File: src/rtl/int_to_fp_arb.sv
// Two-requester round-robin front end feeding a shift-normalising 8-bit integer
// to 13-bit {sign, exp[3:0], frac[7:0]} floating-point converter.
module int_to_fp_arb (
   input  logic        clk,
   input  logic        reset,
   input  logic        req0,
   input  logic [7:0]  integ0,
   input  logic        req1,
   input  logic [7:0]  integ1,
   output logic        gnt0,
   output logic        gnt1,
   output logic        busy,
   output logic        done_tick,
   output logic        done_id,
   output logic [12:0] fp
);

   typedef enum logic [1:0] {IDLE, NORM, DONE} state_t;

   state_t            state, state_nxt;
   logic              last_id;
   logic              sel_id;
   logic              grant;
   logic              norm_end;
   logic signed [7:0] operand;
   logic              sign;
   logic              id;
   logic [3:0]        expo;
   logic [7:0]        mag;

   // Magnitude in 9 bits so that -128 maps cleanly onto 8'h80.
   function automatic logic [7:0] abs8(input logic signed [7:0] v);
      logic signed [8:0] w;
      w = 9'(v);
      return (w < 0) ? 8'(-w) : 8'(w);
   endfunction

   always_comb begin
      sel_id    = (req0 && req1) ? ~last_id : req1;
      grant     = (state == IDLE) && (req0 || req1) && !reset;
      operand   = sel_id ? $signed(integ1) : $signed(integ0);
      norm_end  = (state == NORM) && ((mag == 8'd0) || mag[7]);
      state_nxt = state;
      case (state)
         IDLE:    if (grant) state_nxt = NORM;
         NORM:    if (norm_end) state_nxt = DONE;
         DONE:    state_nxt = IDLE;
         default: state_nxt = IDLE;
      endcase
   end

   assign gnt0      = grant && !sel_id;
   assign gnt1      = grant && sel_id;
   assign busy      = (state != IDLE);
   assign done_tick = (state == DONE);

   // fp is loaded as NORM finishes so it is already valid while done_tick is high.
   always_ff @(posedge clk or posedge reset) begin
      if (reset) begin
         state   <= IDLE;
         last_id <= 1'b1;
         fp      <= 13'h0000;
         done_id <= 1'b0;
      end else begin
         state <= state_nxt;
         if (grant) last_id <= sel_id;
         if (norm_end) begin
            fp      <= (mag == 8'd0) ? 13'h0000 : {sign, expo, mag};
            done_id <= id;
         end
      end
   end

   always_ff @(posedge clk) begin
      case (state)
         IDLE: if (grant) begin
            sign <= operand[7];
            mag  <= abs8(operand);
            expo <= 4'd8;
            id   <= sel_id;
         end
         NORM: if (mag == 8'd0) begin
            sign <= 1'b0;
            expo <= 4'd0;
         end else if (!mag[7]) begin
            mag  <= mag << 1;
            expo <= expo - 4'd1;
         end
         default: ;
      endcase
   end

endmodule

File: config.mk
export PLATFORM = sky130hd
export DESIGN_NAME = int_to_fp_arb
export DESIGN_NICKNAME = d
export VERILOG_FILES = /design/src/rtl/int_to_fp_arb.sv
export SDC_FILE = /design/constraint.sdc
export NUM_CORES = 1
export LEC_CHECK = 0
export BUFFER_PORTS_ARGS = -buffer_cell sky130_fd_sc_hd__buf_2
export CAP_MARGIN = 20
export CORE_MARGIN = 10
export CORE_UTILIZATION = 45
export CTS_BUF_LIST = sky130_fd_sc_hd__clkbuf_4 sky130_fd_sc_hd__clkbuf_8 sky130_fd_sc_hd__clkbuf_16
export DETAILED_ROUTE_END_ITERATION = 16
export PLACE_DENSITY = 0.68
export SYNTH_ARGS = -nofsm -noshare
export SYNTH_HDL_FRONTEND = slang
export SYNTH_SLANG_ARGS = --single-unit
export TNS_END_PERCENT = 5
File: constraint.sdc
create_clock -name clk -period 3.8 [get_ports clk]
set_input_delay 0.76 -clock clk [delete_from_list [all_inputs] [get_ports clk]]
set_output_delay 0.76 -clock clk [all_outputs]
set_load 0.02 [all_outputs]
==> metrics.yaml, run 1 <==
critical_path:
  timing.rr.start: "state[0]"
  r2r_cells: 3
  cpMostUsedCell: "buf_2"
  critical_path_required_ns: 3.04
  regToRegEndpoint: "mag[6]"
  cp_max_fo: 11
  arrival_ns: 1.83
  critical-path-slowest-cell: "a21bo_2"
  crit_type: "input port to output pin"
  rrSetupSlack_ns: 1.35
  startpoint: "req1"
  critPathMaxStageDelay_ns: 0.32
  crit_end: "gnt0"
  start_kind: "input port"
  end_kind: "output pin"
  cp_cell_sequence: "buf_2, a21bo_2, clkinv_1, nor2_1, buf_2"
final_layout:
  num-fill-cells: 354
  multi_input_area_um2: 767
  finish.utilization_pct: 54.4
  drive_above_1_share_pct: 31.3
  final_area_um2: 1980
  final_nets: 215
  syn_to_final_growth_pct: 18.5
  regArea_um2: 847
  diodes: 0
detailed_routing:
  drcViolationCount: 0
  wl_per_cell_um: 15.1
  drtIter0Drc: 99
  routed_wirelength_um: 3670
  via_count: 1310
  via_per_inst: 5.39
  antenna_left: 0
  dr.pass1.iters: 4
floorplan:
  start_util_pct: 45.9
  fp.dieW_um: 80.9
  die-area_um2: 6540
  num_io_pins: 38
  coreArea_um2: 3630
  die_y_um: 80.9
  fp-row-count: 22
timing:
  fin_skew_ns: 0.00690
  hold_violations: 0
  slew_headroom_pct: 34.1
  setup-tns-final_ns: 0
  worst_slew_pin_slew_ns: 0.978
  fin_crit_ns: 2.59
  rsz0062_at_grt: "false"
  setup_viol: 0
  fin_crit_sh_pct: 68.1
  timing.final.ws_setup_ns: 1.21
  final-max-slew-violation-count: 0
  fmax_ghz: 0.386
logic_synthesis:
  syn_inst: 155
  synth_seq_cells: 31
  ys.flop_type: "dfrtp_1"
  yosysUniqueCellTypes: 49
  yosysWarnings: 0
  netlist_area_um2: 1670
  yosysSeqAreaShare_pct: 50.8
  synth_nets: 176
  synth_edf_count: 14
  synth-async-reset-ratio_pct: 54.8
  syn_avg_cell_area_um2: 10.8
power:
  peakVddDrop_mv: 0.221
  power.leakage_nw: 0.841
  p_per_area_nw_per_um2: 812
  design_power_total_w: 0.00161
global_route:
  grt.overflow.total: 0
  grt_pass1_wl_um: 6150
  grt_max_degree: 18
  antenna_found_initial: 0
  grtUsageTotal_pct: 12.1
  grt_pass1_vias: 1302
clock_tree:
  cts_sinks: 31
  cts_hold_buf: 0
  ctsHtreeMaxLevel: 2
  root_buffer: "clkbuf_8"
  clk_pin_slew_ns: 0.06
  post_cts_buffers: 0
  cts-resized-gates: 0
  tritoncts: "done"
  worstSkewPairLatency_ns: 0.28
  cts_buffers: 5
  clock_path_buffers: 2
placed_design:
  dpl-instance-area_um2: 1890
  detailed_place_hpwl_um: 2880
  gp_congestion: 0.883
  port_buffers: 37
  dp_slack_ns: 1.20
worst_hold_path:
  hp-start: "sign"
  min_path_type: "register to register"
run:
  max_cap_violations: 0
status:
  outcome: "finished clean"
## state kept, by name, indices dropped and copies added (netlist names)
register and cells:
fp 13, mag 8, expo 4, state 2
done_id 1, id 1, last_id 1, sign 1
## cell type report
| type | instances | area share, % |
|---|---|---|
| Timing Repair Buffer | 37 | 9.37 |
| Tap cell | 48 | 3.04 |
| Multi-Input combinational cell | 112 | 38.8 |
| Inverter | 7 | 1.33 |
| Clock buffer | 8 | 4.62 |
| Sequential cell | 31 | 42.8 |
## cell usage in the layout (no fill, tap or decap), types with 3 or more instances in the layout
master	instances
edfxtp_1	14
nor2_1	13
nand2b_1	4
mux2_2	10
clkbuf_4	3
o21ai_0	11
buf_2	37
nand3b_1	3
clkbuf_8	5
xor2_1	3
o211ai_1	3
nand2_1	18
inv_1	6
dfrtp_1	16
xnor2_1	7
## worst min-delay path by stage
stage             end  slack (ns)  depth (start not counted)
2_1_floorplan  fp[12]        0.43                          2
3_3_place_gp   fp[12]        0.44                          2
3_5_place_dp   fp[12]        0.45                          2
4_1_cts        fp[12]        0.47                          2
5_1_grt        fp[12]        0.51                          2
6_report       fp[12]        0.47                          2
## critical path, delay by kind of cell
family / cells / cell delay (ns)
simple gates: 1 / 0.16
compound gates: 1 / 0.32
buf+inv: 3 / 0.58
## layer usage
layer / global-route usage, % / routed length [µm]
met1: 13.8 / 1570
met2: 19.1 / 1690
met3: 4.75 / 309
met4: 6.75 / 96
met5: 0 / 0
## where the power goes
group          internal, W  switching, W  total [W]
sequential        0.000563      0.000108   0.000671
combinational     0.000258      0.000413   0.000671
clock             0.000151      0.000113   0.000264
## synthesized netlist by cell type, types with 2 or more instances
master | n | area, µm²
nand2_1 | 18 | 67.6
dfrtp_1 | 16 | 400
edfxtp_1 | 14 | 420
nor2_1 | 13 | 48.8
o21ai_0 | 11 | 55.1
mux2_2 | 10 | 113
xnor2_1 | 7 | 61.3
inv_1 | 6 | 22.5
nand2b_1 | 4 | 25.0
nand3b_1 | 3 | 22.5
o211ai_1 | 3 | 22.5
xor2_1 | 3 | 26.3
a21o_1 | 2 | 15.0
a21oi_1 | 2 | 10.0
clkbuf_1 | 2 | 7.51
mux2i_1 | 2 | 20.0
nand3_1 | 2 | 10.0
nor2b_1 | 2 | 12.5
nor3_1 | 2 | 10.0
o221ai_1 | 2 | 17.5
o22ai_1 | 2 | 12.5
o31ai_1 | 2 | 15.0
## cells by family after synthesis
family	after synthesis	synth area share, %
fa+ha+maj	1	0.750
xor+xnor	10	5.25
flops	31	50.8
buf+inv	12	3.23
mux	12	7.95
simple gates	54	16.6
compound gates	35	15.5
## per-stage QoR
step           hold slack [ns]  cells
2_1_floorplan            0.426    155
3_3_place_gp             0.445    235
3_5_place_dp             0.454    235
4_1_cts                  0.468    243
5_1_grt                  0.515    243
6_report                 0.466    243
Note: power is estimated with default switching activity, not from simulation.
==> inputs of run 2 (changes only) <==
ABC_AREA = 1   (was default)
PLACE_DENSITY = 0.69   (was 0.68)
clock period = 2.5 ns   (was 3.8 ns; I/O delays follow)
==> metrics.yaml, run 2 <==
global_route:
  use_met2_pct: 17.7
  grt_pass1_wl_um: 5940
  gr-usage-met1_pct: 13.1
  grt_pass1_vias: 1359
  grt_max_degree: 18
  grt.overflow.total: 0
  grtUsageTotal_pct: 11.6
  grt_busiest_layer: "met2"
  use_met3_pct: 5.23
  antenna_found_initial: 0
final_layout:
  largest_register_ffs: 13
  diodes: 0
  syn_to_final_growth_pct: 18.2
  final_area_um2: 1950
  regMostFlops: "fp"
  layout_common_cells: "71 x nand2_1, 37 x buf_2, 22 x nor2_1"
  reg.largest.list: "fp: 13 flops, mag: 8 flops, expo: 4 flops"
  final_nets: 264
  drive_above_1_share_pct: 25.4
  layout_commonest_cell: "nand2_1"
  num-fill-cells: 343
logic_synthesis:
  syn_avg_cell_area_um2: 8.16
  syn_inst: 202
  yosysTopAreaCell: "edfxtp_1"
  synth_top_area_share_pct: 25.5
  yosysMostFrequentCell: "nand2_1"
  yosysWarnings: 0
  synth_nets: 223
  netlist_top_cells_area: "edfxtp_1 25%, dfrtp_1 24%, nand2_1 16%, nand3_1 5.2%, nor2_1 5.0%"
  yosysUniqueCellTypes: 32
  synth_edf_count: 14
  synth_seq_cells: 31
  synth-async-reset-ratio_pct: 54.8
  synthTopCellsByCount: "71 x nand2_1, 22 x nor2_1, 18 x inv_1"
  netlist_area_um2: 1650
  yosysSeqAreaShare_pct: 51.4
  ys.flop_type: "dfrtp_1"
floorplan:
  die_y_um: 80.5
  num_io_pins: 38
  coreArea_um2: 3440
  fp-row-count: 21
  fp.dieW_um: 80.5
  die-area_um2: 6490
  start_util_pct: 47.9
critical_path:
  cp_cell_sequence: "nand2_2, nand2_2, inv_1, nor2_1, buf_2"
  end_kind: "output pin"
  start_kind: "register"
  arrival_ns: 1.54
  crit_type: "register to output pin"
  rrSetupSlack_ns: 0.62
  cpMostUsedCell: "nand2_2"
  critical-path-slowest-cell: "dfstp_2"
  cp_max_fo: 13
  critical_path_required_ns: 2.00
  critPathMaxStageDelay_ns: 0.54
timing:
  setup_viol: 0
  rsz0062_at_grt: "false"
  worst_slew_pin_slew_ns: 0.515
  whs_ns: 0.330
  setup-tns-final_ns: 0
  fin_skew_ns: 0.00457
  hold_violations: 0
  fin_crit_sh_pct: 81.7
  final-max-slew-violation-count: 0
  fmax_ghz: 0.490
  slew_headroom_pct: 65.6
  fin_crit_ns: 2.04
detailed_routing:
  antenna_left: 0
  routed_wirelength_um: 3410
  drcViolationCount: 0
  via_count: 1344
  wl_per_cell_um: 11.8
  dr.pass1.iters: 4
  drtIter0Drc: 53
  via_per_inst: 4.63
clock_tree:
  root_buffer: "clkbuf_8"
  cts_buffers: 5
  cts_hold_buf: 0
  clk_pin_slew_ns: 0.06
  cts-resized-gates: 0
  post_cts_buffers: 0
  cts_sinks: 31
  worstSkewPairLatency_ns: 0.28
  tritoncts: "done"
  clock_path_buffers: 2
  ctsHtreeMaxLevel: 2
placed_design:
  detailed_place_hpwl_um: 2860
  port_buffers: 37
  gp_congestion: 0.740
  dpl-instance-area_um2: 1860
status:
  outcome: "finished clean"
power:
  peakVddDrop_mv: 0.410
  power.leakage_nw: 1.03
  p_per_area_nw_per_um2: 1230
  design_power_total_w: 0.00239
worst_hold_path:
  min_path_type: "input port to async pin"
run:
  max_cap_violations: 0
run 2: path summary, 6_finish.rpt:
path,start,to,cells past startpoint
setup / recovery,last_id,gnt0,5
hold / removal,reset,fp[4],3
setup reg to reg,last_id,mag[5],11
hold reg to reg,sign,fp[12],2
max in group asynchronous,reset,last_id,3
min in group clk,sign,fp[12],2
run 2: report_power, final:
| part | internal (W) | switching (W) | total [W] |
|---|---|---|---|
| Clock | 0.000201 | 0.000164 | 0.000365 |
| Combinational | 0.000338 | 0.000714 | 0.00105 |
| Sequential | 0.000850 | 0.000127 | 0.000977 |
| Total | 0.00139 | 0.00100 | 0.00239 |
run 2: area by class of cell:
type / count / area, µm² / share of cell area, %
sequential: 31 / 847 / 43.5
multi-input combinational: 144 / 678 / 34.8
timing repair buffer: 38 / 193 / 9.88
inverter: 23 / 88.8 / 4.56
clock buffer: 6 / 76.3 / 3.92
tap: 46 / 57.6 / 2.95
clock inverter: 2 / 8.76 / 0.449
run 2: cell families after synthesis:
group	after synthesis	share of synthesized area (%)
and+or+nand+nor	123	33.1
buffers and inverters	27	7.51
adders and majority gates	1	0.759
DFF	31	51.4
xor gates and xnor gates	1	0.531
AOI/OAI and AO/OA	19	6.75
run 2: worst max-delay path: cells and delay by family, from the launching register on:
kind | cells | cell delay, ns
and+or+nand+nor | 3 | 0.42
DFF | 1 | 0.54
buffers and inverters | 2 | 0.30
run 2: routing by layer:
metal | vias to the layer above | routed length [µm] | part of all wire, %
met2 | 42 | 1450 | 42
met1 | 572 | 1540 | 45
met3 | 4 | 341 | 10
met5 | - | 0 | 0
met4 | 0 | 85 | 2.5
li1 | 726 | - | -
run 2: per-stage QoR:
step           setup slack (ns)  instances  util [%]
2_1_floorplan             0.441        202         -
3_3_place_gp              0.513        282      54.2
3_5_place_dp              0.483        282      54.2
4_1_cts                   0.437        290      56.6
5_1_grt                   0.323        290      56.6
6_report                  0.459        290      56.6
==> inputs of run 3 (changes only) <==
ABC_AREA = 0   (was 1)
PLACE_DENSITY = 0.68   (was 0.69)
clock period = 1.9 ns   (was 2.5 ns; I/O delays follow)
==> metrics.yaml, run 3 (synthesis results as in run 1) <==
clock_tree:
  ctsHtreeMaxLevel: 2
  clock_path_buffers: 2
  cts_hold_buf: 0
  worstSkewPairLatency_ns: 0.27
  tritoncts: "done"
  cts_sinks: 31
  cts_buffers: 5
  root_buffer: "clkbuf_8"
  clk_pin_slew_ns: 0.06
final_layout:
  diodes: 0
  layout_common_cells: "35 x buf_2, 18 x nand2_1, 16 x dfrtp_1"
  final_nets: 224
  largest_register_ffs: 13
  final_area_um2: 2080
  syn_to_final_growth_pct: 24.5
  reg.largest.list: "fp: 13 flops, mag: 8 flops, expo: 4 flops"
  drive_above_1_share_pct: 36.8
  layout_commonest_cell: "buf_2"
  regMostFlops: "fp"
critical_path:
  end_kind: "output pin"
  crit_type: "register to output pin"
  startpoint: "state[1]"
  critical_path_required_ns: 1.52
  rrSetupSlack_ns: 0.15
  arrival_ns: 1.59
  timing.rr.start: "mag[3]"
  regToRegEndpoint: "done_id"
  r2r_cells: 4
  start_kind: "register"
  cp_max_fo: 7
timing:
  rsz0062_at_grt: "true"
  final-max-slew-violation-count: 0
  timing.final.ws_setup_ns: -0.0657
  fin_crit_ns: 1.97
  hold_violations: 0
  worst_slew_pin_slew_ns: 0.632
  slew_headroom_pct: 57.8
  fin_crit_sh_pct: 103
  setup_viol: 2
  whs_ns: 0.198
  fin_skew_ns: 0.00550
  fmax_ghz: 0.509
global_route:
  grt.overflow.total: 0
  grt_pass1_wl_um: 6400
  grt_max_degree: 18
  grt_pass1_vias: 1447
  grtUsageTotal_pct: 12.1
  antenna_found_initial: 0
status:
  violations: "setup timing"
  outcome: "finished, violations left"
power:
  clkPwrFrac_pct: 15.5
  pwr-share-comb_pct: 44.4
  peakVddDrop_mv: 0.472
  p_switching_w: 0.00129
  p_per_area_nw_per_um2: 1610
  design_power_total_w: 0.00334
  power.internal_w: 0.00205
  power.leakage_nw: 0.891
  power_frac_seq_pct: 40.1
  switching_share_pct: 38.6
worst_hold_path:
  min_path_type: "input port to async pin"
floorplan:
  die-area_um2: 6540
  start_util_pct: 45.9
  fp.dieW_um: 80.9
  coreArea_um2: 3630
  fp-row-count: 22
  num_io_pins: 38
  die_y_um: 80.9
detailed_routing:
  via_per_inst: 5.38
  drtIter0Drc: 44
  wl_per_cell_um: 14.9
  drcViolationCount: 0
  antenna_left: 0
  routed_wirelength_um: 3750
  dr.pass1.iters: 4
  via_count: 1355
run:
  max_cap_violations: 0
placed_design:
  port_buffers: 37
  detailed_place_hpwl_um: 2980
  dpl-instance-area_um2: 1950
  gp_congestion: 0.805
==> run 3: cell types whose count changed in the layout (fill, tap and decap cells not counted), sizes merged, moves of 3 or more <==
cell    previous run  this run
nand3             17         2
xnor2              1         7
inv               23         6
buf               38        46
nor2              24        14
nand2b             0         4
mux2               0        10
nor3               0         3
xor2               0         3
or2                4         1
nand2             74        18
==> run 3: worst max-delay path by stage <==
stage | to | slack [ns]
after floorplan | mag[0] | 0.005
after global placement | expo[0] | 0.05
after detailed placement | expo[1] | 0.02
after CTS | gnt0 | -0.07
after global routing | gnt1 | -0.13
final | gnt0 | -0.07
==> run 3: per-layer routing <==
metal | GRT usage (%) | wire (µm) | up-vias
li1 | - | - | 657
met1 | 13.7 | 1570 | 653
met2 | 20.7 | 1880 | 41
met3 | 3.97 | 258 | 4
met4 | 4.67 | 42 | 0
met5 | 0 | 0 | -
==> run 3: power by group through the flow <==
stage	clock (W)	combinational (W)	sequential [W]
2_1_floorplan	0	0.000828	0.00146
3_5_place_dp	0	0.00145	0.00136
3_3_place_gp	0	0.00142	0.00134
4_1_cts	0.000534	0.00148	0.00135
5_1_grt	0.000565	0.00165	0.00139
6_report	0.000517	0.00148	0.00134
==> run 3: final cells by class <==
class                   instances  area [µm²]
clock buffers                   8        91.3
repair buffers                 46         265
inverters                       7        27.5
multi-input cells             112         785
fillers                       352        1560
flip-flops and latches         31         847
well taps                      48        60.1
==> run 3: worst max-delay path, stage by stage, from the launching register on <==
cell and delay (ns):
dfrtp_1 0.41, or2_1 0.25, or3_4 0.39, nor2_2 0.14, buf_6 0.12
==> run 3: stage by stage <==
stage / utilization (%) / worst slack [ns] / setup TNS (ns) / instances
global route: 57.1 / -0.134 / -0.262 / 252
detailed placement: 53.5 / 0.0241 / 0 / 243
finish: 57.1 / -0.0657 / -0.131 / 252
CTS: 56.9 / -0.0711 / -0.140 / 251
floorplan: - / 0.00468 / 0 / 155
global placement: 53.5 / 0.0489 / 0 / 243
==> run 3: timing repair <==
item / CTS / global route
setup buffers: 0 / 1
gates resized for setup: 9 / 1
setup endpoints to repair: 2 / 6
